<file path="src/rtl/irq_resp_pkg.sv">
// irq_resp shared types: FSM encoding, ack address default,
// and the 4-line priority encoder used by both bus sides.
package irq_resp_pkg;

  typedef enum logic [2:0] {
    IDLE,
    TAKE,
    ACK,
    WAITDROP,
    ISR,
    RET
  } state_t;

  localparam logic [1:0] IACK_ADDR_DEF = 2'b00;

  typedef struct packed {
    logic       valid;
    logic [1:0] idx;
  } prio_t;

  // Lowest set bit wins; overlapping matches are expected.
  function automatic prio_t prio_enc4(input logic [3:0] req);
    prio_t r;
    r.valid = |req;
    r.idx   = 2'd0;
    priority case (1'b1)
      req[0]:  r.idx = 2'd0;
      req[1]:  r.idx = 2'd1;
      req[2]:  r.idx = 2'd2;
      req[3]:  r.idx = 2'd3;
      default: r.idx = 2'd0;
    endcase
    return r;
  endfunction

endpackage

</file>
<file path="src/rtl/irq_resp_prio_enc.sv">
// 4->2 priority encoder with valid; masked lines
// (mask bit = 1) never win.
module irq_prio_enc
  import irq_resp_pkg::*;
(
  input  logic [3:0] req,
  input  logic [3:0] mask,
  output logic [1:0] idx,
  output logic       valid
);

  prio_t res;

  always_comb begin
    res   = prio_enc4(req & ~mask);
    idx   = res.idx;
    valid = res.valid;
  end

endmodule

</file>
<file path="src/rtl/irq_resp.sv">
// CPU-side interrupt responder: take, redirect, ack, ISR tracking.
// Optional line masking is built with IRQ_RESP_MASK_EN defined.
module irq_resp
  import irq_resp_pkg::*;
#(
  parameter logic [1:0] IACK_ADDR   = IACK_ADDR_DEF,
  parameter int         ACK_TIMEOUT = 16,
  parameter int         NUM_IRQ     = 4
) (
  input  logic               clk,
  input  logic               rst,
  input  logic [NUM_IRQ-1:0] irq,
  input  logic [31:0]        Eaddr,
  input  logic [31:0]        pc_next,
  input  logic               retire,
  input  logic               eret,
  input  logic               ie,
  input  logic               bus_gnt,
  output logic               pc_redirect,
  output logic [31:0]        pc_target,
  output logic               flush,
  output logic [1:0]         A,
  output logic               WE,
  output logic [31:0]        WD,
  output logic [31:0]        epc,
  output logic [1:0]         cause,
  output logic               in_isr,
  output logic               ack_err
`ifdef IRQ_RESP_MASK_EN
  ,
  input  logic               mask_we,
  input  logic [3:0]         mask_wd
`endif
);

  localparam int CW = $clog2(ACK_TIMEOUT) + 1;
  localparam logic [CW-1:0] CNT_LAST = CW'(ACK_TIMEOUT - 1);
  localparam logic [CW-1:0] CNT_MAX  = '1;
  localparam logic [3:0]    ONE      = 4'b0001;

  state_t        state, state_d;
  logic [CW-1:0] cnt;
  logic [3:0]    mask;
  logic [1:0]    pe_idx;
  logic          pe_valid;
  logic          take;
  logic          timeout;

`ifdef IRQ_RESP_MASK_EN
  always_ff @(posedge clk or negedge rst) begin
    if (!rst) begin
      mask <= '0;
    end else if (mask_we) begin
      mask <= mask_wd;
    end
  end
`else
  assign mask = '0;
`endif

  irq_prio_enc u_prio (
    .req   (irq),
    .mask  (mask),
    .idx   (pe_idx),
    .valid (pe_valid)
  );

  assign take    = (state == IDLE) && ie && retire && pe_valid;
  assign timeout = (cnt == CNT_LAST);

  always_comb begin
    state_d     = state;
    pc_redirect = 1'b0;
    flush       = 1'b0;
    pc_target   = '0;
    WE          = 1'b0;
    unique case (state)
      IDLE: begin
        if (take) state_d = TAKE;
      end
      TAKE: begin
        pc_redirect = 1'b1;
        flush       = 1'b1;
        pc_target   = Eaddr;
        state_d     = ACK;
      end
      ACK: begin
        if (bus_gnt) begin
          WE      = 1'b1;
          state_d = WAITDROP;
        end
      end
      WAITDROP: begin
        if (!irq[cause] || timeout) state_d = ISR;
      end
      ISR: begin
        if (eret) state_d = RET;
      end
      RET: begin
        pc_redirect = 1'b1;
        flush       = 1'b1;
        pc_target   = epc;
        state_d     = IDLE;
      end
      default: state_d = IDLE;
    endcase
  end

  always_ff @(posedge clk or negedge rst) begin
    if (!rst) begin
      state   <= IDLE;
      epc     <= '0;
      cause   <= '0;
      in_isr  <= 1'b0;
      ack_err <= 1'b0;
      A       <= '0;
      WD      <= '0;
      cnt     <= '0;
    end else begin
      state <= state_d;
      if (take) begin
        epc   <= pc_next;
        cause <= pe_idx;
      end
      // A/WD are loaded ahead of ACK and then held.
      if (state == TAKE) begin
        in_isr <= 1'b1;
        A      <= IACK_ADDR;
        WD     <= {28'b0, ONE << cause};
      end
      if (state == RET) in_isr <= 1'b0;
      if (state == ACK) begin
        cnt <= '0;
      end else if (state == WAITDROP && irq[cause]) begin
        if (cnt != CNT_MAX) cnt <= cnt + 1'b1;
        if (timeout) ack_err <= 1'b1;
      end
    end
  end

endmodule

</file>
<file path="config.mk">
export PLATFORM = sky130hd
export DESIGN_NAME = irq_resp
export DESIGN_NICKNAME = d
export VERILOG_FILES = /design/src/rtl/irq_resp_pkg.sv /design/src/rtl/irq_resp_prio_enc.sv /design/src/rtl/irq_resp.sv
export SDC_FILE = /design/constraint.sdc
export NUM_CORES = 1
export LEC_CHECK = 0
export CORE_AREA = 2 2 122 100
export CTS_BUF_LIST = sky130_fd_sc_hd__clkbuf_8
export DETAILED_ROUTE_END_ITERATION = 7
export DIE_AREA = 0 0 124 102
export SYNTH_ARGS = -nofsm -noshare
export SYNTH_HDL_FRONTEND = slang
export SYNTH_SLANG_ARGS = --single-unit
</file>
<file path="constraint.sdc">
create_clock -name clk -period 2.46 [get_ports clk]
set_clock_uncertainty 0.05 [all_clocks]
set_input_delay 0.492 -clock clk [delete_from_list [all_inputs] [get_ports clk]]
set_output_delay 0.492 -clock clk [all_outputs]
set_load 0.005 [all_outputs]
</file>
---- Yosys cells after proc, flatten, opt, wreduce, memory -nomap -nowiden ----
Cells that the tools add are included.
word-level totals
  flip-flop bits (word level) ............. 48
  word-level logic and storage cells ...... 57
  output and inout port bits .............. 105
operators by class
  magnitude comparators ................... 1
  add/subtract/negate cells ............... 1
  bitwise operators ....................... 1
  shift-type cells ........................ 1
  multiplexer cells ....................... 20
  equal/unequal tests ..................... 11
  reduce and logical (&&, ||, !) cells .... 15
operator list
  kind                                                        count
  one-hot mux 32 bit (2 select lines)                         1
  2-to-1 mux 5 bit                                            3
  one-hot mux 3 bit (5 select lines)                          1
  2-to-1 mux 3 bit                                            4
  2-to-1 mux 2 bit                                            4
  inequality test 2 bit, second input constant                4
  equality test 3 x 2 -> 1 bit, second input constant         2
  equality test 3 bit, second input constant                  2
  2-to-1 mux 1 bit                                            6
  nonzero test 2 bit                                          3
  adder 5 x 1 -> 5 bit, second input constant                 1
  equality test 5 x 4 -> 1 bit, second input constant         1
  inequality test 5 bit, second input constant                1
  logical AND 1 bit                                           4
  AND reduction 4 bit                                         1
  OR reduction 4 bit                                          1
  << shifter 1 x 2 -> 4 bit, first input constant             1
  equality test 3 x 1 -> 1 bit, second input constant         1
  zero test 3 bit                                             1
  less-than comparator 2 x 3 -> 1 bit, second input constant  1
  AND reduction 3 bit                                         1
  binary-select mux 1 bit (select 2 bit)                      1
  AND reduction 2 bit                                         1
  OR reduction 2 bit                                          1
  3 further kinds                                             3

---- Logic depth before layout (Yosys ltp) ----
  depth after elaboration ................. 6
  mapped depth ............................ 6
  mapped depth without buffers ............ 6

---- Hierarchy ----
A second synthesis with hierarchy kept.
second synthesis, totals
  cell total of the unflattened synthesis .. 258
  area, all modules ....................... 2,802.7 um^2
modules (own cells, without submodules)
  module        times used  cells each  area each (um^2)
  irq_resp      1           247         2,710.1
  irq_prio_enc  1           11          92.6

---- Worst setup path before layout ----
Ideal clock, no wire load.
  path kind ............................... register -> output
  from .................................... register state[1]
  to ...................................... output pc_redirect
  slack ................................... 0.634 ns
  arrival ................................. 1.284 ns
  stages on the path, launching flop included .. 6
  buffers on the path ..................... 3
  required time ........................... 1.918 ns
  cell sequence ........................... dfrtp_1 nand2b_1 clkbuf_1 clkbuf_1 inv_1 buf_4
between the ends
  longest elaborated chain between the ends .. 3
RTL lines
  element                                                              line             RTL
  from (decl)                                                          irq_resp.sv:41   state_t state, state_d;
  from (signal assigned)                                               irq_resp.sv:120  state <= state_d;
  equality test 3 x 1 -> 1 bit or equality test 3 bit (tied branches)  --
  OR reduction 2 bit (no source line) (*)                              --
  2-to-1 mux 1 bit (*)                                                 --
  to (decl)                                                            irq_resp.sv:19   output logic pc_redirect,
Every way passes the cells marked *; elsewhere a longest branch is shown, timed or not.

---- Worst setup path after layout ----
  from .................................... register state[0]
  to ...................................... output pc_target[25]
between the ends
  longest elaborated chain between the ends .. 2
RTL lines
  element                                                              line            RTL
  equality test 3 bit or equality test 3 x 1 -> 1 bit (tied branches)  irq_resp.sv:77  unique case (state)
  one-hot mux 32 bit (2 select lines) (*)                              irq_resp.sv:77
  to (decl)                                                            irq_resp.sv:20  output logic [31:0] pc_target,
Marks and branches as above.

==> impl_metrics.yaml <==
run_status:
  status: "completed"
floorplan:
  core_area_um2: 11400
  io_pins: 179
  start_util: 0.245
  die_x_um: 124
  dieHeight_um: 102
  dieArea_um2: 12600
  fp-row-count: 35
timing:
  hold_viol: 0
  fin_crit_ns: 2.31
  slew-limit-headroom: 0.633
  period_share: 0.938
  grt_setup_unrepaired: "false"
  worstMarginPinSlew_ns: 0.550
  finalSetupViolations: 0
  max_freq_mhz: 434
  maxSlewViolCount: 0
  tns_ns: 0
synth:
  syn_inst: 251
  yosysUniqueCellTypes: 35
  synth_area_um2: 2790
  ys_seq_area_frac: 0.430
  yosys_warnings: 0
  synth_seq_cells: 48
  avgSynthCellArea_um2: 11.1
critical_path:
  start_kind: "flip-flop"
  end_kind: "primary output"
  r2r_setup_slack_ns: 0.57
  cp.required_ns: 1.92
  critPathKind: "flip-flop to primary output"
  crit_path_max_fanout: 16
  ff2ff_path_depth: 6
  arrival_ns: 1.76
  r2r-start: "cnt[0]"
  worst_r2r_endpoint: "cnt[1]"
layout:
  nNetsFinal: 476
  area_delta_synth_final_pct: 58.5
  nFillCells: 1155
  stdcell_area_um2: 4420
  drive_gt1_frac: 0.136
  diodes: 0
  stdcell_count: 546
grt:
  first_global_vias: 2353
  grt_pass1_wl_um: 11800
  global_route.usage.total: 0.120
  overflow: 0
  grt_start_max_net_pins: 36
  antenna_found_initial: 0
placement:
  hpwl_um: 6000
  place_inst: 540
  routabilityCongestion: 0.800
  place_area_um2: 4340
  io_buffers: 148
clock_tree:
  cts.path.max_buffers: 2
  clk_pin_slew_worst_paths_ns: 0.08
  cts-root-buf: "clkbuf_8"
  hold_buffers: 0
  htreeDepth: 2
  cts_buffers: 5
  insertion_delay_ns: 0.29
  cts_tree: "built"
  clock-sinks: 48
routing:
  num_vias: 2289
  drtIter0Drc: 66
  wl_per_cell_um: 13.9
  via_per_inst: 4.19
  routed_wl_um: 7610
  drcViolationCount: 0
  antenna_left: 0
  dr.pass1.iters: 4
hold_path:
  hold_class: "input pin to asynchronous set/reset pin"
job:
  maxCapViolCount: 0
pwr:
  ir_worst_vdd_mv: 0.380
  power_density_nw_per_um2: 942
  p_leak_uw: 0.00184
## layer usage
layer / up-vias / global-route usage / part of all wire
met5: - / 0 / 0
met4: 0 / 0.0285 / 0.0070
met3: 5 / 0.0413 / 0.083
met2: 109 / 0.201 / 0.48
met1: 1074 / 0.150 / 0.43
li1: 1101 / - / -
## worst max-delay path by stage
| stage | startpoint | end | cells after the start | slack, ns |
|---|---|---|---|---|
| 2_1_floorplan | state[1] | pc_redirect | 5 | 0.63 |
| 3_3_place_gp | irq[0] | epc[27] | 5 | 0.23 |
| 3_5_place_dp | irq[0] | epc[19] | 5 | 0.19 |
| 4_1_cts | state[2] | pc_target[3] | 4 | 0.08 |
| 5_1_grt | state[0] | pc_target[25] | 5 | 0.01 |
| 6_report | state[0] | pc_target[25] | 5 | 0.15 |
## cell type report
class / instances / area (um^2) / share of cell area
clock buffer: 5 / 68.8 / 0.0156
clock inverter: 1 / 3.75 / 0.000849
inverter: 5 / 18.8 / 0.00424
multi-input combinational: 181 / 1360 / 0.307
sequential: 48 / 1200 / 0.272
tap: 148 / 185 / 0.0419
timing repair buffer: 158 / 1580 / 0.358
## report_power, final
part / internal (uW) / total (uW) / switching, uW
logic: 1450 / 2290 / 833
clock network: 186 / 432 / 245
registers: 1150 / 1440 / 298
## critical path: stages, from the launching register on
cell,delay [ns]
dfrtp_1,0.35
buf_4,0.17
nand2b_2,0.09
buf_4,0.21
nor2_1,0.14
clkdlybuf4s50_1,0.52
## synth_stat cells (all sizes together)
cell type	n	area [um^2]
mux4	1	22.5
a21oi	1	5.00
inv	5	18.8
or2	1	6.26
a31o	1	8.76
mux2i	38	380
a41o	1	10.0
a31oi	1	6.26
mux2	32	360
and3	3	18.8
nor4b	1	23.8
nor2b	2	12.5
or3b	1	8.76
o31a	1	8.76
o41ai	4	35.0
nor4	1	21.3
a21o	1	7.51
clkbuf	6	22.5
nand2b	3	18.8
o21ai	7	35.0
conb	1	3.75
nor2	35	139
o21bai	1	7.51
and4bb	1	12.5
nand3	2	10.0
nand2	7	26.3
dfrtp	48	1200
ha	3	37.5
nand4b	1	8.76
a32o	1	10.0
buf	40	303
## sequential cells by signal (all words and copies together) (netlist names)
name and cells:
epc 32, WD 4, cause 2, state 3, ack_err 1, in_isr 1
cnt 5
## placed cells by master, fill, tap and decap left out, types with 3 or more instances in the layout
cell / n
inv_1: 6
nor2_1: 34
nand2_1: 7
buf_4: 7
clkdlybuf4s50_1: 147
mux2i_1: 38
conb_1: 30
ha_1: 3
clkbuf_8: 5
o21ai_0: 7
mux2_2: 29
and3_1: 3
dfrtp_1: 47
o41ai_1: 4
mux2_1: 3
## kinds of logic (layout without fill, tap and decap cells)
kind of cell / after synthesis / after routing / synth area share
other: 1 / 30 / 0.00134
adders and majority gates: 3 / 3 / 0.0135
and+or+nand+nor: 58 / 58 / 0.110
AOI/OAI and AO/OA: 19 / 19 / 0.0480
buffers and inverters: 51 / 169 / 0.123
DFF: 48 / 48 / 0.430
muxes: 71 / 71 / 0.274
## through the flow
stage	setup slack [ns]	hold slack, ns	util	total power, uW
finish	0.154	0.131	0.388	4160
global route	0.0140	0.147	0.388	4510
CTS	0.0798	0.132	0.388	4240
detailed placement	0.189	0.404	0.381	3760
global placement	0.225	0.399	0.381	3730
floorplan	0.634	0.146	-	2450
## what timing repair did
action / 4_1_cts / 5_1_grt
gates resized for setup: 2 / 2
hold endpoints to repair: 0 / 0
buffers inserted: 0 / 0
setup endpoints to repair: 12 / 3
Note: power is estimated with default switching activity, not from simulation.
